==> config.mk <==
export PLATFORM = sky130hd
export DESIGN_NAME = pipeline_sequencer
export DESIGN_NICKNAME = d
export VERILOG_FILES = /design/src/rtl/pipeline_sequencer.sv
export SDC_FILE = /design/constraint.sdc
export NUM_CORES = 1
export LEC_CHECK = 0
export BUFFER_PORTS_ARGS = -buffer_cell sky130_fd_sc_hd__buf_2
export CORE_ASPECT_RATIO = 1.1
export CORE_UTILIZATION = 40
export CTS_BUF_LIST = sky130_fd_sc_hd__clkbuf_16
export DETAILED_ROUTE_END_ITERATION = 6
export PLACE_DENSITY = 0.64
export SYNTH_ARGS = -nofsm -noshare
export SYNTH_HDL_FRONTEND = slang
export SYNTH_SLANG_ARGS = --single-unit
==> constraint.sdc <==
create_clock -name clk_i -period 4.9 [get_ports clk_i]
set_input_delay 0.245 -clock clk_i [delete_from_list [all_inputs] [get_ports clk_i]]
set_output_delay 0.245 -clock clk_i [all_outputs]
set_load 0.01 [all_outputs]
==> src/rtl/pipeline_sequencer.sv <==
// Stall/flush sequencer for the 5-stage PSRV32 pipeline: resolves memory stalls,
// EX redirects and load-use hazards into per-stage enables/flushes, plus perf counters.
module pipeline_sequencer #(
  parameter int unsigned FLUSH_CYCLES = 2,
  parameter int unsigned MEM_TIMEOUT  = 255,
  parameter int unsigned CNT_W        = 16
) (
  input  logic             clk_i,
  input  logic             rst_ni,
  input  logic [4:0]       id_rs1_i,
  input  logic [4:0]       id_rs2_i,
  input  logic             id_uses_rs1_i,
  input  logic             id_uses_rs2_i,
  input  logic [4:0]       ex_rd_i,
  input  logic             ex_mem_read_i,
  input  logic             ex_redirect_i,
  input  logic             mem_req_i,
  input  logic             mem_ready_i,
  output logic             pc_en_o,
  output logic             ifid_en_o,
  output logic             ifid_flush_o,
  output logic             idex_en_o,
  output logic             idex_flush_o,
  output logic             exmem_en_o,
  output logic             memwb_bubble_o,
  output logic [CNT_W-1:0] stall_cnt_o,
  output logic [CNT_W-1:0] flush_cnt_o,
  output logic             mem_err_o
);

  localparam int unsigned FC_W   = 3;
  localparam int unsigned WAIT_W = $clog2(MEM_TIMEOUT + 1);

  localparam logic [1:0] S_RUN      = 2'd0;
  localparam logic [1:0] S_MEM_WAIT = 2'd1;
  localparam logic [1:0] S_REDIRECT = 2'd2;

  localparam logic [CNT_W-1:0]  CNT_MAX   = '1;
  localparam logic [WAIT_W-1:0] WAIT_MAX  = WAIT_W'(MEM_TIMEOUT);
  localparam logic [WAIT_W-1:0] WAIT_LAST = WAIT_W'(MEM_TIMEOUT - 1);

  logic [1:0]        r_state;
  logic [FC_W-1:0]   r_fcnt;
  logic [WAIT_W-1:0] r_wait;
  logic [CNT_W-1:0]  r_stall_cnt;
  logic [CNT_W-1:0]  r_flush_cnt;
  logic              r_mem_err;

  logic [1:0]        w_next_state;
  logic [FC_W-1:0]   w_next_fcnt;
  logic              w_flush_event;
  logic              w_mem_stall;
  logic              w_in_redirect;
  logic              w_load_use;

  assign w_mem_stall = mem_req_i & ~mem_ready_i;

  // A MEM_WAIT with a held, non-zero flush count was entered from REDIRECT.
  assign w_in_redirect = (r_state == S_REDIRECT) ||
                         ((r_state == S_MEM_WAIT) && (r_fcnt != '0));

  assign w_load_use = ex_mem_read_i && (ex_rd_i != 5'd0) &&
                      ((id_uses_rs1_i && (id_rs1_i == ex_rd_i)) ||
                       (id_uses_rs2_i && (id_rs2_i == ex_rd_i)));

  // Priority decision: reset > memory stall > redirect (active or new) > load-use.
  always_comb begin
    pc_en_o        = 1'b1;
    ifid_en_o      = 1'b1;
    ifid_flush_o   = 1'b0;
    idex_en_o      = 1'b1;
    idex_flush_o   = 1'b0;
    exmem_en_o     = 1'b1;
    memwb_bubble_o = 1'b0;
    w_next_state   = S_RUN;
    w_next_fcnt    = r_fcnt;
    w_flush_event  = 1'b0;

    if (!rst_ni) begin
      pc_en_o        = 1'b0;
      ifid_en_o      = 1'b0;
      ifid_flush_o   = 1'b1;
      idex_en_o      = 1'b0;
      idex_flush_o   = 1'b1;
      exmem_en_o     = 1'b0;
      memwb_bubble_o = 1'b1;
    end else if (w_mem_stall) begin
      pc_en_o        = 1'b0;
      ifid_en_o      = 1'b0;
      idex_en_o      = 1'b0;
      exmem_en_o     = 1'b0;
      memwb_bubble_o = 1'b1;
      w_next_state   = S_MEM_WAIT;
    end else if (w_in_redirect) begin
      // EX already squashed: a new ex_redirect_i here is ignored.
      ifid_flush_o = 1'b1;
      w_next_fcnt  = r_fcnt - FC_W'(1);
      w_next_state = (r_fcnt == FC_W'(1)) ? S_RUN : S_REDIRECT;
    end else if (ex_redirect_i) begin
      ifid_flush_o  = 1'b1;
      idex_flush_o  = 1'b1;
      w_flush_event = 1'b1;
      if (FLUSH_CYCLES > 1) begin
        w_next_state = S_REDIRECT;
        w_next_fcnt  = FC_W'(FLUSH_CYCLES - 1);
      end
    end else if (w_load_use) begin
      pc_en_o      = 1'b0;
      ifid_en_o    = 1'b0;
      idex_flush_o = 1'b1;
    end
  end

  always_ff @(posedge clk_i or negedge rst_ni) begin
    if (!rst_ni) begin
      r_state     <= S_RUN;
      r_fcnt      <= '0;
      r_wait      <= '0;
      r_stall_cnt <= '0;
      r_flush_cnt <= '0;
      r_mem_err   <= 1'b0;
    end else begin
      r_state <= w_next_state;
      r_fcnt  <= w_next_fcnt;

      if (!pc_en_o && (r_stall_cnt != CNT_MAX)) begin
        r_stall_cnt <= r_stall_cnt + CNT_W'(1);
      end
      if (w_flush_event && (r_flush_cnt != CNT_MAX)) begin
        r_flush_cnt <= r_flush_cnt + CNT_W'(1);
      end

      // Timeout only flags the error; the stall itself is never broken.
      if (w_mem_stall) begin
        if (r_wait != WAIT_MAX) begin
          r_wait <= r_wait + WAIT_W'(1);
        end
        if (r_wait >= WAIT_LAST) begin
          r_mem_err <= 1'b1;
        end
      end else begin
        r_wait <= '0;
      end
    end
  end

  assign stall_cnt_o = r_stall_cnt;
  assign flush_cnt_o = r_flush_cnt;
  assign mem_err_o   = r_mem_err;

endmodule
==> reports/results.ini <==
[outcome]
status=finished, final reports clean

[layout]
layout_common_cells=62 x buf_2, 46 x dfrtp_1, 28 x xnor2_1
final_common_cell=buf_2
fin_util_pct=51.0
fin_nets=321
drive_gt1_share_pct=26.4
finalNonFillerCells=369
finalInstanceArea_um2=2960
syn_to_final_growth_pct=21.8
diodes=0

[clock_network]
cts-root-buf=clkbuf_16
clk_pin_slew_ns=0.06
postCtsSetupBuffers=0
cts_resized=0
cts_max_level=2
hold_buffers=0
cts_tree=done
clkSinkCount=46
cts_buffers=5
clock_latency_ns=0.29
clk_path_buf_depth=2

[place]
dp_slack_ns=2.31
dpl_cell_area_um2=2790
dp.cells=361
place_congestion=0.783
hpwlAfterDp_mm=3.46
portBuffers=62

[critical_path]
crit_top_cell=inv_1
cp.arrival_ns=2.38
path_cells=inv_1, ha_1, nor2b_1, o21ai_2, o41ai_4, inv_1, buf_2
path_max_fanout=16
end_kind=output port
cp.required_ns=4.66
slowest_delay_ns=0.82
cp-start-kind=flip-flop
worst-setup-path-type=reg -> out
cp_slowest_cell=o41ai_4

[power_and_ir_drop]
pwr-share-comb_pct=24.2
power_mw=1.17
p_int_uw=806
p_seq_share_pct=42.9
switching_share_pct=31.1
p_clk_share_pct=32.9
power_density_nw_per_um2=396
irDropWorstVdd_v=0.000216
switching_power_uw=365
p_leak_nw=1.44

[floorplan]
chipWidth_um=76.3
die_area_um2=6390
rows=29
chipHeight_um=83.7
coreArea_um2=5810
start_util_pct=41.8
ios=63

[global_route]
grt_pass1_vias=1846
grt_max_degree=52
grt_use_total_pct=17.4
grt_pass1_wl_mm=8.80
gr-total-overflow=0
grt_antenna_before_repair=0

[job]
cap_violations=0

[synthesis]
synthCells=230
netlist_area_um2=2430
syn_avg_cell_area_um2=10.6
synth_edf_count=0
async_flop_share_pct=100
yosys_most_used_dff=dfrtp_1
ys_types=40
ys_seq_elements=46
yosysSeqAreaShare_pct=47.4
syn-num-nets=260
yosysWarnings=0

[sta]
hold_viol=0
fin_setup_tns_ns=0
holdWs_ns=0.0632
final.min_clock_period_ns=2.63
fin_worst_skew_ns=0.00665
setup_viol=0
grt_setup_unrepaired=false
drv_slew=0
slew_headroom_pct=41.5
tightest_slew_ns=0.875
setup_slack_ns=2.27
clock.fmax_mhz=381
fin_crit_sh_pct=53.6

[detailed_routing]
wl_mm=4.85
avgRoutedWirePerCell_um=13.1
vias=1877
drtIter0Drc=56
post-route-drc-count=0
postRouteAntennaNets=0
firstDrtPassIters=4
vias_per_cell=5.09

[hold_path]
hold_path_class=in -> async

-- cell usage after synthesis (2+ instances only) --
| master | n | share of area, % |
|---|---|---|
| a211oi_1 | 3 | 0.93 |
| a31oi_1 | 4 | 1.0 |
| and2_1 | 4 | 1.0 |
| and3_1 | 13 | 3.3 |
| and4_1 | 4 | 1.4 |
| buf_4 | 2 | 0.62 |
| clkbuf_1 | 5 | 0.77 |
| dfrtp_1 | 46 | 47 |
| ha_1 | 7 | 3.6 |
| inv_1 | 7 | 1.1 |
| mux2_1 | 2 | 0.93 |
| nand2_1 | 12 | 1.9 |
| nand3_1 | 19 | 3.9 |
| nand4_1 | 16 | 4.1 |
| nor2_1 | 11 | 1.7 |
| nor2b_1 | 2 | 0.52 |
| nor3_1 | 2 | 0.41 |
| nor4_1 | 2 | 0.52 |
| o21ai_0 | 7 | 1.4 |
| xnor2_1 | 28 | 10 |
| xor2_1 | 15 | 5.4 |
-- cells by family after synthesis --
family	after synthesis	synth area share (%)
DFF	46	47.4
muxes	3	1.39
adders and majority gates	7	3.61
buffers and inverters	16	3.14
xor gates and xnor gates	43	15.5
AOI/OAI and AO/OA	22	7.68
and+or+nand+nor	93	21.3
-- state kept, by name, indices dropped and copies added, names as in the netlist --
name / count
stall_cnt_o: 16
r_wait: 8
r_fcnt: 3
r_state: 2
flush_cnt_o: 16
mem_err_o: 1
-- power groups by stage --
stage               clock, mW  combinational [mW]  sequential, mW
floorplan                   0               0.163           0.523
global placement            0               0.278           0.508
detailed placement          0               0.286           0.509
CTS                     0.394               0.288           0.502
global route            0.410               0.319           0.514
finish                  0.385               0.284           0.502
-- area by class of cell --
class	count	area, um2
sequential	46	1150
multi-input combinational	168	1200
clock buffer	5	125
fill	573	2850
clock inverter	3	41.3
inverter	7	26.3
timing repair buffer	63	318
tap	77	96.3
-- metal layers --
metal | wire length [um] | up-vias | global-route usage, %
met5 | 0 | - | 0
met4 | 78 | 0 | 6.29
met3 | 205 | 8 | 4.48
met2 | 2320 | 36 | 28.7
met1 | 2240 | 901 | 21.8
li1 | - | 932 | -
-- worst paths after layout --
kind                       slack [ns]         endpoint   startpoint  depth (start not counted)
hold / removal                   0.06       r_state[1]       rst_ni                          2
hold reg to reg                  0.48        mem_err_o    mem_err_o                          1
min in group clk_i               0.25        r_wait[2]  mem_ready_i                          4
setup reg to reg                 2.42   stall_cnt_o[1]    r_fcnt[0]                          7
max in group asynchronous        4.43  stall_cnt_o[11]       rst_ni                          2
setup / recovery                 2.27        ifid_en_o    r_fcnt[0]                          7
-- critical path: cells and delay by family (launching register included) --
family          cells  cell delay (ns)
compound gates      2             1.00
fa+ha+maj           1             0.14
buf+inv             3             0.39
flops               1             0.41
simple gates        1             0.16
(Power assumes the default switching activity.)
